[src/rtl/bp_pkg.sv]
// Shared types and helpers for the branch-prediction table.
package bp_pkg;

  typedef enum logic {
    BP_BIMODAL = 1'b0,
    BP_GSHARE  = 1'b1
  } bp_mode_e;

  // Weakly-taken value of a counter: only the MSB set.
  function automatic int unsigned weak_taken_init(input int unsigned width);
    return 32'd1 << (width - 1);
  endfunction

endpackage

[src/rtl/sat_counter.sv]
// Combinational next-state of an up/down saturating counter.
module sat_counter #(
  parameter int SATUR_COUNT_W = 2
) (
  input  logic [SATUR_COUNT_W-1:0] count,
  input  logic                     taken,
  output logic [SATUR_COUNT_W-1:0] next_count
);

  always_comb begin
    // NOTE: default first so every path assigns next_count and no latch is inferred.
    next_count = count;
    if (taken) begin
      if (count != '1) next_count = count + 1'b1;
    end else begin
      if (count != '0) next_count = count - 1'b1;
    end
  end

endmodule

[src/rtl/gshare_bht.sv]
// Branch history table of saturating counters, indexed bimodally or by
// PC XOR global history, with a one-cycle registered prediction.
module gshare_bht
  import bp_pkg::*;
#(
  parameter int       SET_COUNT     = 64,
  parameter int       INDEX_WIDTH   = 6,
  parameter int       SATUR_COUNT_W = 2,
  parameter int       GHR_WIDTH     = 6,
  parameter bp_mode_e MODE          = BP_GSHARE
) (
  input  logic                   i_clk,
  input  logic                   i_arst,
  input  logic                   i_pred_valid,
  input  logic [INDEX_WIDTH-1:0] i_pred_pc_index,
  output logic                   o_pred_valid,
  output logic                   o_pred_taken,
  output logic [INDEX_WIDTH-1:0] o_pred_index,
  input  logic                   i_bht_update,
  input  logic [INDEX_WIDTH-1:0] i_update_index,
  input  logic                   i_branch_taken,
  output logic [GHR_WIDTH-1:0]   o_ghr
);

  localparam int MSB = SATUR_COUNT_W - 1;
  localparam logic [SATUR_COUNT_W-1:0] CNT_INIT =
    SATUR_COUNT_W'(weak_taken_init(SATUR_COUNT_W));

  logic [SATUR_COUNT_W-1:0] table_q [SET_COUNT];
  logic [GHR_WIDTH-1:0]     ghr_q;
  logic [INDEX_WIDTH-1:0]   ghr_ext;
  logic [INDEX_WIDTH-1:0]   hash_idx;
  logic [SATUR_COUNT_W-1:0] upd_cur;
  logic [SATUR_COUNT_W-1:0] upd_next;
  logic                     pred_taken_d;
  logic                     pred_valid_q;
  logic                     pred_taken_q;
  logic [INDEX_WIDTH-1:0]   pred_index_q;

  // Hash uses the history as it stands before any same-cycle shift.
  assign ghr_ext  = INDEX_WIDTH'(ghr_q);
  assign hash_idx = (MODE == BP_GSHARE) ? (i_pred_pc_index ^ ghr_ext) : i_pred_pc_index;

  assign upd_cur = table_q[i_update_index];

  sat_counter #(
    .SATUR_COUNT_W(SATUR_COUNT_W)
  ) u_sat (
    .count     (upd_cur),
    .taken     (i_branch_taken),
    .next_count(upd_next)
  );

  // Write-first: a colliding update is visible to the prediction in the same cycle.
  assign pred_taken_d = (i_bht_update && (i_update_index == hash_idx))
                      ? upd_next[MSB] : table_q[hash_idx][MSB];

  for (genvar g = 0; g < SET_COUNT; g++) begin : g_entry
    // NOTE: the table is plain flops, so every entry takes the async reset value.
    always_ff @(posedge i_clk or posedge i_arst) begin
      if (i_arst) begin
        table_q[g] <= CNT_INIT;
      end else if (i_bht_update && (i_update_index == INDEX_WIDTH'(g))) begin
        table_q[g] <= upd_next;
      end
    end
  end

  always_ff @(posedge i_clk or posedge i_arst) begin
    // NOTE: non-blocking assignments so every register samples pre-edge values.
    if (i_arst) begin
      ghr_q <= '0;
    end else if (i_bht_update) begin
      ghr_q <= GHR_WIDTH'({ghr_q, i_branch_taken});
    end
  end

  always_ff @(posedge i_clk or posedge i_arst) begin
    if (i_arst) begin
      pred_valid_q <= 1'b0;
      pred_taken_q <= 1'b0;
      pred_index_q <= '0;
    end else begin
      pred_valid_q <= i_pred_valid;
      if (i_pred_valid) begin
        pred_taken_q <= pred_taken_d;
        pred_index_q <= hash_idx;
      end
    end
  end

  assign o_pred_valid = pred_valid_q;
  assign o_pred_taken = pred_taken_q;
  assign o_pred_index = pred_index_q;
  assign o_ghr        = ghr_q;

endmodule

[config.mk]
export PLATFORM = sky130hd
export DESIGN_NAME = gshare_bht
export DESIGN_NICKNAME = d
export VERILOG_FILES = /design/src/rtl/bp_pkg.sv /design/src/rtl/sat_counter.sv /design/src/rtl/gshare_bht.sv
export SDC_FILE = /design/constraint.sdc
export NUM_CORES = 1
export LEC_CHECK = 0
export BUFFER_PORTS_ARGS = -buffer_cell sky130_fd_sc_hd__buf_2
export CAP_MARGIN = 30
export CORE_UTILIZATION = 60
export DETAILED_ROUTE_END_ITERATION = 7
export PLACE_DENSITY = 0.9
export SETUP_SLACK_MARGIN = 0.15
export SLEW_MARGIN = 20
export SYNTH_ARGS = -nofsm -noshare
export SYNTH_HDL_FRONTEND = slang
export SYNTH_SLANG_ARGS = --single-unit
[constraint.sdc]
create_clock -name i_clk -period 4.2 [get_ports i_clk]
set_input_delay 0 -clock i_clk [delete_from_list [all_inputs] [get_ports i_clk]]
set_output_delay 0 -clock i_clk [all_outputs]
set_load 0.01 [all_outputs]
==> results.py, run 1 <==
metrics = {
    "timing": {
        "tightest_slew_ns": 0.932,
        "skew_ns": 0.00909,
        "layout_min_cycle_time_ns": 3.06,
        "final-setup-viol-count": 0,
        "fmax_ghz": 0.327,
        "maxSlewHeadroom_pct": 36.6,
        "finalCritPeriodShare_pct": 72.8,
        "final-max-slew-violation-count": 0,
        "hold_viol": 0,
        "rsz0062_at_grt": "no",
        "finalSetupTns_ns": 0,
        "whs_ns": 0.0433,
    },
    "critical_path": {
        "rr_startpoint": "table_q[47]",
        "timing.rr.end": "o_pred_taken",
        "critPathBufInv": 1,
        "path_max_fanout": 33,
        "crit_chain": "mux2i_1 > a221o_1 > nor2_1 > a21oi_1 > and3_1 > maj3_2 > mux2i_4 > buf_4 > o221a_2",
        "cpMaxStageDelayCell": "mux2i_4",
        "reg2reg_slack_ns": 1.14,
        "arrival_ns": 3.42,
        "required_ns": 4.57,
        "crit_family": "multiplexers",
        "crit_path_end_kind": "flip-flop",
        "start_kind": "flip-flop",
        "slowest_delay_ns": 0.71,
        "worstRegToRegCells": 9,
        "critical_path_class": "flip-flop to flip-flop",
    },
    "floorplan": {
        "dieArea_um2": 13300,
        "fp.dieH_um": 115,
        "initial_utilization_pct": 61.4,
        "core-area_um2": 12600,
        "num_io_pins": 31,
        "rows": 41,
        "die_width_um": 115,
    },
    "power_and_ir_drop": {
        "switchingPower_w": 0.00115,
        "intPower_w": 0.00316,
        "switching_share_pct": 26.6,
        "seqPwrFrac_pct": 41.2,
        "leakage_nw": 3.77,
        "p_clk_share_pct": 40.2,
        "max-vdd-ir-drop_mv": 0.302,
        "combPwrFrac_pct": 18.6,
        "finalPower_w": 0.00430,
        "p_per_area_nw_per_um2": 496,
    },
    "yosys": {
        "synth_seq_area_share_pct": 47.1,
        "ys.flop_type": "dfrtp_1",
        "syn-num-nets": 634,
        "yosysTopAreaCell": "dfrtp_1",
        "ys_ff_latch": 142,
        "yosysMostFrequentCell": "mux2_2",
        "synthDistinctLibCells": 51,
        "synth_top_area_share_pct": 25.3,
        "synth_common_cells": "mux2_2, dfrtp_1, mux2i_1",
        "netlist_top_cells_area": "dfrtp_1, dfstp_2, mux2_2",
        "ys.warnings.count": 0,
        "synth_area_um2": 7720,
        "ys_async_sr_fraction_pct": 100,
        "synth_edf_count": 0,
        "synth_cells": 617,
        "avgSynthCellArea_um2": 12.5,
    },
    "detailed_routing": {
        "drt-initial-drc-count": 450,
        "drc_errors": 0,
        "wire_per_inst_um": 24.0,
        "drt_pass1_iterations": 5,
        "postRouteAntennaNets": 0,
        "viasPerCell": 6.54,
        "totalWireLength_mm": 19.7,
        "num_vias": 5391,
    },
    "worst_hold_path": {
        "hold_class": "input port to flip-flop",
        "hp-start": "i_pred_pc_index[3]",
        "whs_endpoint": "o_pred_index[3]",
        "hold_path_depth": 3,
    },
    "clock_tree": {
        "clk_pin_slew_ns": 0.06,
        "clockBufferDepth": 2,
        "cts_buffers": 17,
        "clkSinkCount": 142,
        "cts_root_buffer": "clkbuf_16",
        "cts_tree": "built",
        "htree_levels": 4,
        "clock_latency_ns": 0.43,
        "cts_setup_buffers": 0,
    },
    "grt": {
        "grt_util_all_layers_pct": 32.0,
        "grt_max_degree": 107,
        "antenna_found_initial": 0,
        "grt_pass1_vias": 5607,
        "grt_pass1_wl_mm": 30.9,
        "grt_overflow_total": 0,
    },
    "cells_and_area": {
        "layout-drive-gt1-share_pct": 45.6,
        "area_growth_pct": 12.4,
        "finish.utilization_pct": 69.0,
        "nets": 656,
        "antenna_cells": 0,
    },
    "place": {
        "io_buffers": 30,
        "hpwl_mm": 13.1,
        "gp_congestion": 1.00,
    },
    "outcome": {
        "outcome": "finished, final reports clean",
    },
    "job": {
        "max-cap-violations": 0,
    },
}
## worst register-to-register path, cell delays in order, from the launching register on
cell and delay [ns]:
dfstp_2 0.56, mux2i_1 0.10, a221o_1 0.35, nor2_1 0.12, a21oi_1 0.05, and3_1 0.22
maj3_2 0.32, mux2i_4 0.71, buf_4 0.35, o221a_2 0.21
## logic make-up (layout without fill, tap and decap cells)
kind of cell,Yosys count,in the layout,share of synthesized area (%)
mux,219,219,33.2
simple gates,133,133,7.76
compound gates,62,62,6.03
fa+ha+maj,2,2,0.275
xor+xnor,15,15,1.70
buf+inv,44,79,3.99
flops,142,142,47.1
## power groups by stage
stage,clock network (W),registers (W),logic (W)
floorplan,0,0.00175,0.000582
global placement,0,0.00177,0.000751
detailed placement,0,0.00178,0.000776
CTS,0.00174,0.00177,0.000791
global route,0.00181,0.00179,0.000859
finish,0.00173,0.00177,0.000801
## per-stage QoR
step	area (um^2)	setup WS (ns)	instances
finish	8680	1.14	824
global route	8680	0.985	824
CTS	8650	1.18	823
detailed placement	7940	0.908	788
global placement	7930	0.957	788
floorplan	7720	0.496	617
## worst max path at each step
stage | start | endpoint | slack [ns] | cells past startpoint
2_1_floorplan | i_arst | o_ghr[0] | 0.50 | 1
3_3_place_gp | i_update_index[0] | o_pred_taken | 0.96 | 10
3_5_place_dp | i_update_index[0] | o_pred_taken | 0.91 | 10
4_1_cts | table_q[45] | o_pred_taken | 1.18 | 9
5_1_grt | table_q[47] | table_q[33] | 0.98 | 9
6_report | table_q[47] | o_pred_taken | 1.14 | 9
## final cells by class
type | count | area [um^2]
Fill cell | 829 | 3890
Multi-Input combinational cell | 431 | 3810
Sequential cell | 142 | 3630
Clock buffer | 23 | 478
Timing Repair Buffer | 45 | 318
Tap cell | 172 | 215
Clock inverter | 9 | 205
Inverter | 2 | 12.5
## cell usage in the layout (no fill, tap or decap), types with 8 or more instances in the layout
| master | synthesis | routed |
|---|---|---|
| mux2_2 | 128 | 128 |
| dfrtp_1 | 78 | 78 |
| mux2i_1 | 67 | 66 |
| dfstp_2 | 64 | 64 |
| nand2_1 | 59 | 59 |
| nor2_1 | 35 | 35 |
| buf_2 | 11 | 29 |
| a22oi_1 | 21 | 21 |
| clkbuf_16 | 0 | 17 |
| mux4_2 | 16 | 16 |
| a21oi_1 | 12 | 12 |
| buf_4 | 7 | 10 |
| xnor2_1 | 9 | 9 |
| a22o_1 | 8 | 8 |
| nor3_1 | 8 | 8 |
| mux2_1 | 8 | 8 |
## sequential cells by signal (all words and copies together) (netlist names)
register      cells
o_pred_index      6
table_q         128
o_ghr             6
o_pred_taken      1
o_pred_valid      1
## what timing repair did
item,4_1_cts,5_1_grt
hold buffers,3,0
resized for setup,0,0
hold endpoints to repair,70,0
## routing by layer
metal / share of wire (%) / vias to the layer above / global-route usage (%)
li1: - / 2289 / -
met1: 38 / 2708 / 38.5
met2: 49 / 316 / 52.5
met3: 8.5 / 78 / 8.11
met4: 4.3 / 0 / 18.3
met5: 0 / - / 0
Note: power is estimated with default switching activity, not from simulation.
==> run 2, diff against run 1 <==
--- a/config.mk
+++ b/config.mk
@@ -7,9 +7,9 @@
 export LEC_CHECK = 0
 export BUFFER_PORTS_ARGS = -buffer_cell sky130_fd_sc_hd__buf_2
 export CAP_MARGIN = 30
-export CORE_UTILIZATION = 60
+export CORE_UTILIZATION = 56
 export DETAILED_ROUTE_END_ITERATION = 7
-export PLACE_DENSITY = 0.9
+export PLACE_DENSITY = 0.88
 export SETUP_SLACK_MARGIN = 0.15
 export SLEW_MARGIN = 20
 export SYNTH_ARGS = -nofsm -noshare
==> constraint.sdc (replaced) <==
create_clock -name i_clk -period 2.8 [get_ports i_clk]
set_input_delay 0 -clock i_clk [delete_from_list [all_inputs] [get_ports i_clk]]
set_output_delay 0 -clock i_clk [all_outputs]
set_load 0.01 [all_outputs]
==> run 2 against run 1 <==
Against the previous run: the run now ends with DRC left; non-clock buffer count grew 13; core utilization shrank 3.5 points; hold slack lost 0.0090 ns; clock power grew 35%; fmax grew 25%; first-iteration DRC count grew 45%.
==> results.py, run 2 (synthesized netlist as in run 1, its figures left out) <==
metrics = {
    "outcome": {
        "outcome": "finished, violations left",
        "failed_checks": "DRC",
    },
    "cells_and_area": {
        "area_growth_pct": 13.3,
        "final_cell_count_no_fill": 841,
        "top_register": "table_q",
        "layout-drive-gt1-share_pct": 46.2,
        "antenna_cells": 0,
        "final_common_cell": "mux2_2",
        "largest_reg_flops": 128,
        "final_cell_area_um2": 8750,
        "layout_common_cells": "mux2_2, dfrtp_1, mux2i_1",
        "nets": 669,
    },
    "critical_path": {
        "required_ns": 3.17,
        "cpMaxStageDelayCell": "dfstp_2",
        "startpoint": "table_q[125]",
        "slowest_delay_ns": 0.55,
        "start_kind": "flip-flop",
        "crit_path_end_kind": "flip-flop",
        "path_max_fanout": 45,
        "critPathBufInv": 1,
        "rr_startpoint": "table_q[125]",
        "crit_chain": "mux2i_1 > a22oi_1 > nand2_1 > o21ai_0 > a211oi_2 > maj3_1 > mux2i_4 > buf_12 > o221a_2",
        "crit_family": "compound AO/OA/AOI/OAI gates",
        "critical_path_class": "flip-flop to flip-flop",
        "arrival_ns": 2.82,
    },
    "place": {
        "numPlacedInstances": 806,
        "post_dp_cell_area_um2": 8100,
        "hpwl_mm": 13.4,
        "io_buffers": 30,
        "place_ws_ns": 0.268,
        "gp_congestion": 0.926,
    },
    "power_and_ir_drop": {
        "leakage_nw": 3.81,
        "max-vdd-ir-drop_mv": 0.490,
        "p_per_area_nw_per_um2": 715,
    },
    "grt": {
        "grt_max_degree": 65,
        "grt_util_all_layers_pct": 30.1,
        "grt_pass1_wl_mm": 31.9,
        "grt_pass1_vias": 5895,
        "grt_overflow_total": 0,
        "antenna_found_initial": 0,
    },
    "timing": {
        "skew_ns": 0.00786,
        "final-max-slew-violation-count": 0,
        "whs_ns": 0.0343,
        "finalSetupTns_ns": 0,
        "tightest_slew_ns": 1.07,
        "finalCritPeriodShare_pct": 87.5,
        "rsz0062_at_grt": "no",
        "fmax_ghz": 0.408,
        "hold_viol": 0,
        "final-setup-viol-count": 0,
        "maxSlewHeadroom_pct": 28.2,
        "layout_min_cycle_time_ns": 2.45,
        "worst_slack_ns": 0.350,
    },
    "detailed_routing": {
        "num_vias": 5547,
        "drt_pass1_iterations": 8,
        "totalWireLength_mm": 20.0,
        "postRouteAntennaNets": 0,
        "viasPerCell": 6.60,
        "drt-initial-drc-count": 652,
        "wire_per_inst_um": 23.8,
        "drc_errors": 1,
    },
    "floorplan": {
        "fp.dieH_um": 119,
        "num_io_pins": 31,
        "initial_utilization_pct": 57.8,
        "rows": 42,
        "die_width_um": 119,
        "dieArea_um2": 14300,
        "core-area_um2": 13300,
    },
    "worst_hold_path": {
        "hold_class": "input port to flip-flop",
        "hp-start": "i_pred_pc_index[4]",
    },
    "clock_tree": {
        "holdBufCountCts": 3,
        "postCtsResizedCells": 0,
        "cts_tree": "built",
        "clk_pin_slew_ns": 0.06,
        "clockBufferDepth": 2,
        "htree_levels": 4,
        "clkSinkCount": 142,
        "cts_root_buffer": "clkbuf_16",
        "cts_setup_buffers": 0,
        "cts_buffers": 17,
        "clock_latency_ns": 0.43,
    },
    "job": {
        "max-cap-violations": 0,
    },
}
[run 2: cell types whose count changed in the layout (fill, tap and decap cells not counted)]
cell        change
buf_4           +9
buf_12          +5
bufinv_16       -3
clkbuf_1        +2
clkbuf_8        +2
clkinv_4        -2
buf_16          -1
clkinv_2        +1
clkinvlp_4      +1
inv_6           -1
nor4_1          +1
nor4_2          -1
[run 2: report_power, final]
part	total (W)	internal [W]	switching, W
registers	0.00265	0.00244	0.000212
logic	0.00126	0.000599	0.000662
clock network	0.00234	0.00152	0.000826
total	0.00625	0.00455	0.00170
[run 2: routing by layer]
metal | GRT usage [%] | up-vias | share of wire (%)
li1 | - | 2336 | -
met5 | 0 | - | 0
met3 | 6.37 | 89 | 8.1
met2 | 46.6 | 323 | 47
met4 | 22.7 | 0 | 6.2
met1 | 37.2 | 2799 | 39
[run 2: final timing paths]
check | endpoint | slack [ns] | cells past startpoint
max reg2reg | o_pred_taken | 0.35 | 9
min in group asynchronous | table_q[2] | 0.23 | 3
min | o_pred_index[4] | 0.03 | 4
max in group asynchronous | table_q[89] | 1.76 | 4
min reg2reg | table_q[10] | 0.50 | 1
max | o_pred_taken | 0.35 | 9
[run 2: cell type report]
type	instances	area, um^2
sequential	142	3630
clock inverter	5	103
inverter	2	11.3
multi-input combinational	431	3810
fill	913	4600
tap	176	220
clock buffer	27	513
timing repair buffer	58	458
[run 2: worst reg2reg max path, delay by kind of cell, from the launching register on]
family          cells  cell delay [ns]
compound gates      4             0.85
fa+ha+maj           1             0.39
buf+inv             1             0.23
flops               1             0.55
mux                 2             0.29
simple gates        1             0.09
[run 2: metrics by stage]
step / utilization, % / power [W]
5_1_grt: 65.5 / 0.00647
3_5_place_dp: 60.7 / 0.00389
6_report: 65.5 / 0.00625
2_1_floorplan: - / 0.00349
4_1_cts: 65.5 / 0.00626
3_3_place_gp: 60.7 / 0.00381
==> run 3, diff against run 2 <==
--- a/config.mk
+++ b/config.mk
@@ -5,6 +5,7 @@
 export SDC_FILE = /design/constraint.sdc
 export NUM_CORES = 1
 export LEC_CHECK = 0
+export ABC_AREA = 1
 export BUFFER_PORTS_ARGS = -buffer_cell sky130_fd_sc_hd__buf_2
 export CAP_MARGIN = 30
 export CORE_UTILIZATION = 56
==> run 3 against run 2 <==
Against the previous run: the flow now finishes without violations; sequential power up 7.5%; global-route usage up 3.9 points; total power up 8.4%; register-to-register slack about the same; largest cell class unchanged; clock power about the same.
==> results.py, run 3 <==
metrics = {
    "yosys": {
        "avgSynthCellArea_um2": 6.92,
        "yosysTopAreaCell": "dfrtp_1",
        "synthAdderAreaFrac_pct": 0,
        "synth_xor_area_share_pct": 0.326,
        "synthSimpleGateAreaFrac_pct": 31.4,
        "synth_edf_count": 0,
        "synth_common_cells": "nand2_1, nor2_1, inv_1",
        "synth_top_area_share_pct": 24.2,
        "ys.warnings.count": 0,
        "synthDistinctLibCells": 29,
        "synth_cells": 1165,
        "ys_async_sr_fraction_pct": 100,
        "ys.flop_type": "dfrtp_1",
        "yosysMostFrequentCell": "nand2_1",
        "synth_seq_area_share_pct": 45.1,
        "syn-num-nets": 1182,
        "netlist_top_cells_area": "dfrtp_1, dfstp_2, nand2_1",
        "ys_ff_latch": 142,
        "synthMuxAreaShare_pct": 0.745,
        "synth_compound_area_share_pct": 12.9,
        "synth_top_family_by_area": "simple AND/OR/NAND/NOR gates",
        "synth_area_um2": 8060,
    },
    "detailed_routing": {
        "wire_per_inst_um": 17.3,
        "viasPerCell": 5.83,
        "drt-initial-drc-count": 1082,
        "drt_pass1_iterations": 6,
        "drc_errors": 0,
        "num_vias": 8080,
        "totalWireLength_mm": 24.0,
        "postRouteAntennaNets": 0,
    },
    "grt": {
        "antenna_found_initial": 0,
        "grt_overflow_total": 0,
        "grt_pass1_wl_mm": 38.3,
        "grt_util_all_layers_pct": 34.1,
        "grt_pass1_vias": 7435,
        "grt_max_degree": 143,
    },
    "timing": {
        "skew_ns": 0.00753,
        "tightest_slew_ns": 0.824,
        "final-setup-viol-count": 0,
        "final-max-slew-violation-count": 0,
        "layout_min_cycle_time_ns": 2.44,
        "finalCritPeriodShare_pct": 87.0,
        "fmax_ghz": 0.411,
        "maxSlewHeadroom_pct": 45.0,
        "rsz0062_at_grt": "no",
        "finalSetupTns_ns": 0,
        "hold_viol": 0,
    },
    "clock_tree": {
        "clock_latency_ns": 0.43,
        "clkSinkCount": 142,
        "cts_tree": "built",
        "cts_setup_buffers": 0,
        "clk_pin_slew_ns": 0.06,
        "cts_root_buffer": "clkbuf_16",
        "htree_levels": 4,
        "clockBufferDepth": 2,
        "cts_buffers": 17,
    },
    "cells_and_area": {
        "top_register": "table_q",
        "final_common_cell": "nand2_1",
        "largest_reg_flops": 128,
        "layout_common_cells": "nand2_1, nor2_1, inv_1",
        "nets": 1210,
        "antenna_cells": 0,
        "final_cell_area_um2": 9050,
        "layout-drive-gt1-share_pct": 13.3,
        "area_growth_pct": 12.3,
    },
    "floorplan": {
        "dieArea_um2": 14900,
        "initial_utilization_pct": 57.8,
        "core-area_um2": 13900,
        "rows": 43,
        "fp.dieH_um": 122,
        "num_io_pins": 31,
        "die_width_um": 122,
    },
    "critical_path": {
        "critical_path_class": "flip-flop to flip-flop",
        "timing.rr.end": "table_q[102]",
        "required_ns": 3.14,
        "reg2reg_slack_ns": 0.36,
        "path_max_fanout": 22,
        "start_kind": "flip-flop",
        "crit_path_end_kind": "flip-flop",
        "arrival_ns": 2.78,
        "worstRegToRegCells": 15,
        "rr_startpoint": "table_q[19]",
    },
    "power_and_ir_drop": {
        "max-vdd-ir-drop_mv": 0.463,
        "p_per_area_nw_per_um2": 749,
        "leakage_nw": 4.33,
    },
    "outcome": {
        "outcome": "finished, final reports clean",
    },
    "worst_hold_path": {
        "hold_path_depth": 4,
        "hp-start": "i_pred_pc_index[4]",
        "whs_endpoint": "o_pred_index[4]",
        "hold_class": "input port to flip-flop",
    },
    "job": {
        "max-cap-violations": 0,
    },
    "place": {
        "hpwl_mm": 15.9,
        "io_buffers": 30,
        "gp_congestion": 1.02,
        "post_dp_cell_area_um2": 8400,
    },
}
[run 3: cell types whose count changed in the layout (fill, tap and decap cells not counted), sizes merged, moves of 35 or more]
cell   before  now
mux2      136    0
nand2      59  324
inv         1  133
a31oi       0   35
nor2       36  220
mux2i      67    6
nand3       2   81
a21oi      12   73
o21ai       4   86
[run 3: through the flow]
stage | total power, W | util [%] | hold slack [ns] | setup WS [ns] | cells
global route | 0.00710 | 64.9 | 0.0562 | 0.254 | 1386
CTS | 0.00674 | 64.9 | 0.0163 | 0.481 | 1386
floorplan | 0.00392 | - | 0.0314 | 0.863 | 1165
detailed placement | 0.00442 | 60.3 | 0.143 | 0.248 | 1349
global placement | 0.00436 | 60.3 | 0.142 | 0.351 | 1349
finish | 0.00678 | 64.9 | 0.0203 | 0.364 | 1386
[run 3: repair_timing]
| action | CTS | global route |
|---|---|---|
| endpoints found under the hold margin | 85 | 0 |
| resized for setup | 0 | 0 |
| endpoints found under the setup margin | 0 | 0 |
| hold buffers | 5 | 0 |
[run 3: power by group]
part	internal (W)	leakage (nW)	switching [W]
combinational	0.000544	2.43	0.00107
sequential	0.00260	1.60	0.000253
clock	0.00145	0.292	0.000866
[run 3: final cells by class]
class / count / area (um^2)
Clock buffer: 23 / 468
Clock inverter: 9 / 134
Fill cell: 1162 / 4890
Inverter: 134 / 507
Multi-Input combinational cell: 840 / 3660
Sequential cell: 142 / 3630
Tap cell: 180 / 225
Timing Repair Buffer: 58 / 423
[run 3: kinds of logic after synthesis]
logic type / count (synthesis)
DFF: 142
and+or+nand+nor: 633
AOI/OAI and AO/OA: 198
buffers and inverters: 183
xor gates and xnor gates: 3
muxes: 6
[run 3: per-layer routing]
| metal | up-vias | global-route usage (%) | share of wire (%) |
|---|---|---|---|
| li1 | 3744 | - | - |
| met1 | 3703 | 43.3 | 39 |
| met2 | 514 | 53.0 | 45 |
| met4 | 0 | 19.8 | 5.2 |
| met5 | - | 0 | 0 |
| met3 | 119 | 8.19 | 10 |
[run 3: how the worst max path moves through the flow]
stage,start,endpoint,depth (start not counted)
after floorplan,o_ghr[0],o_pred_taken,16
after global placement,i_update_index[0],table_q[22],16
after detailed placement,i_update_index[0],table_q[86],16
after CTS,table_q[19],table_q[102],15
after global routing,table_q[19],table_q[82],15
final,table_q[19],table_q[102],15
[run 3: worst max-delay path: stages (launching register included)]
cell and delay (ns):
dfstp_2 0.53, inv_1 0.05, o21ai_0 0.23, nand2_1 0.11
nand2_1 0.10, nand2_1 0.07, nand2_1 0.13, o21ai_1 0.09
nand2_1 0.08, nor2_2 0.05, nand2_2 0.10, nand2_4 0.16
nand2_1 0.12, buf_4 0.31, nand2_1 0.09, o21ai_0 0.09
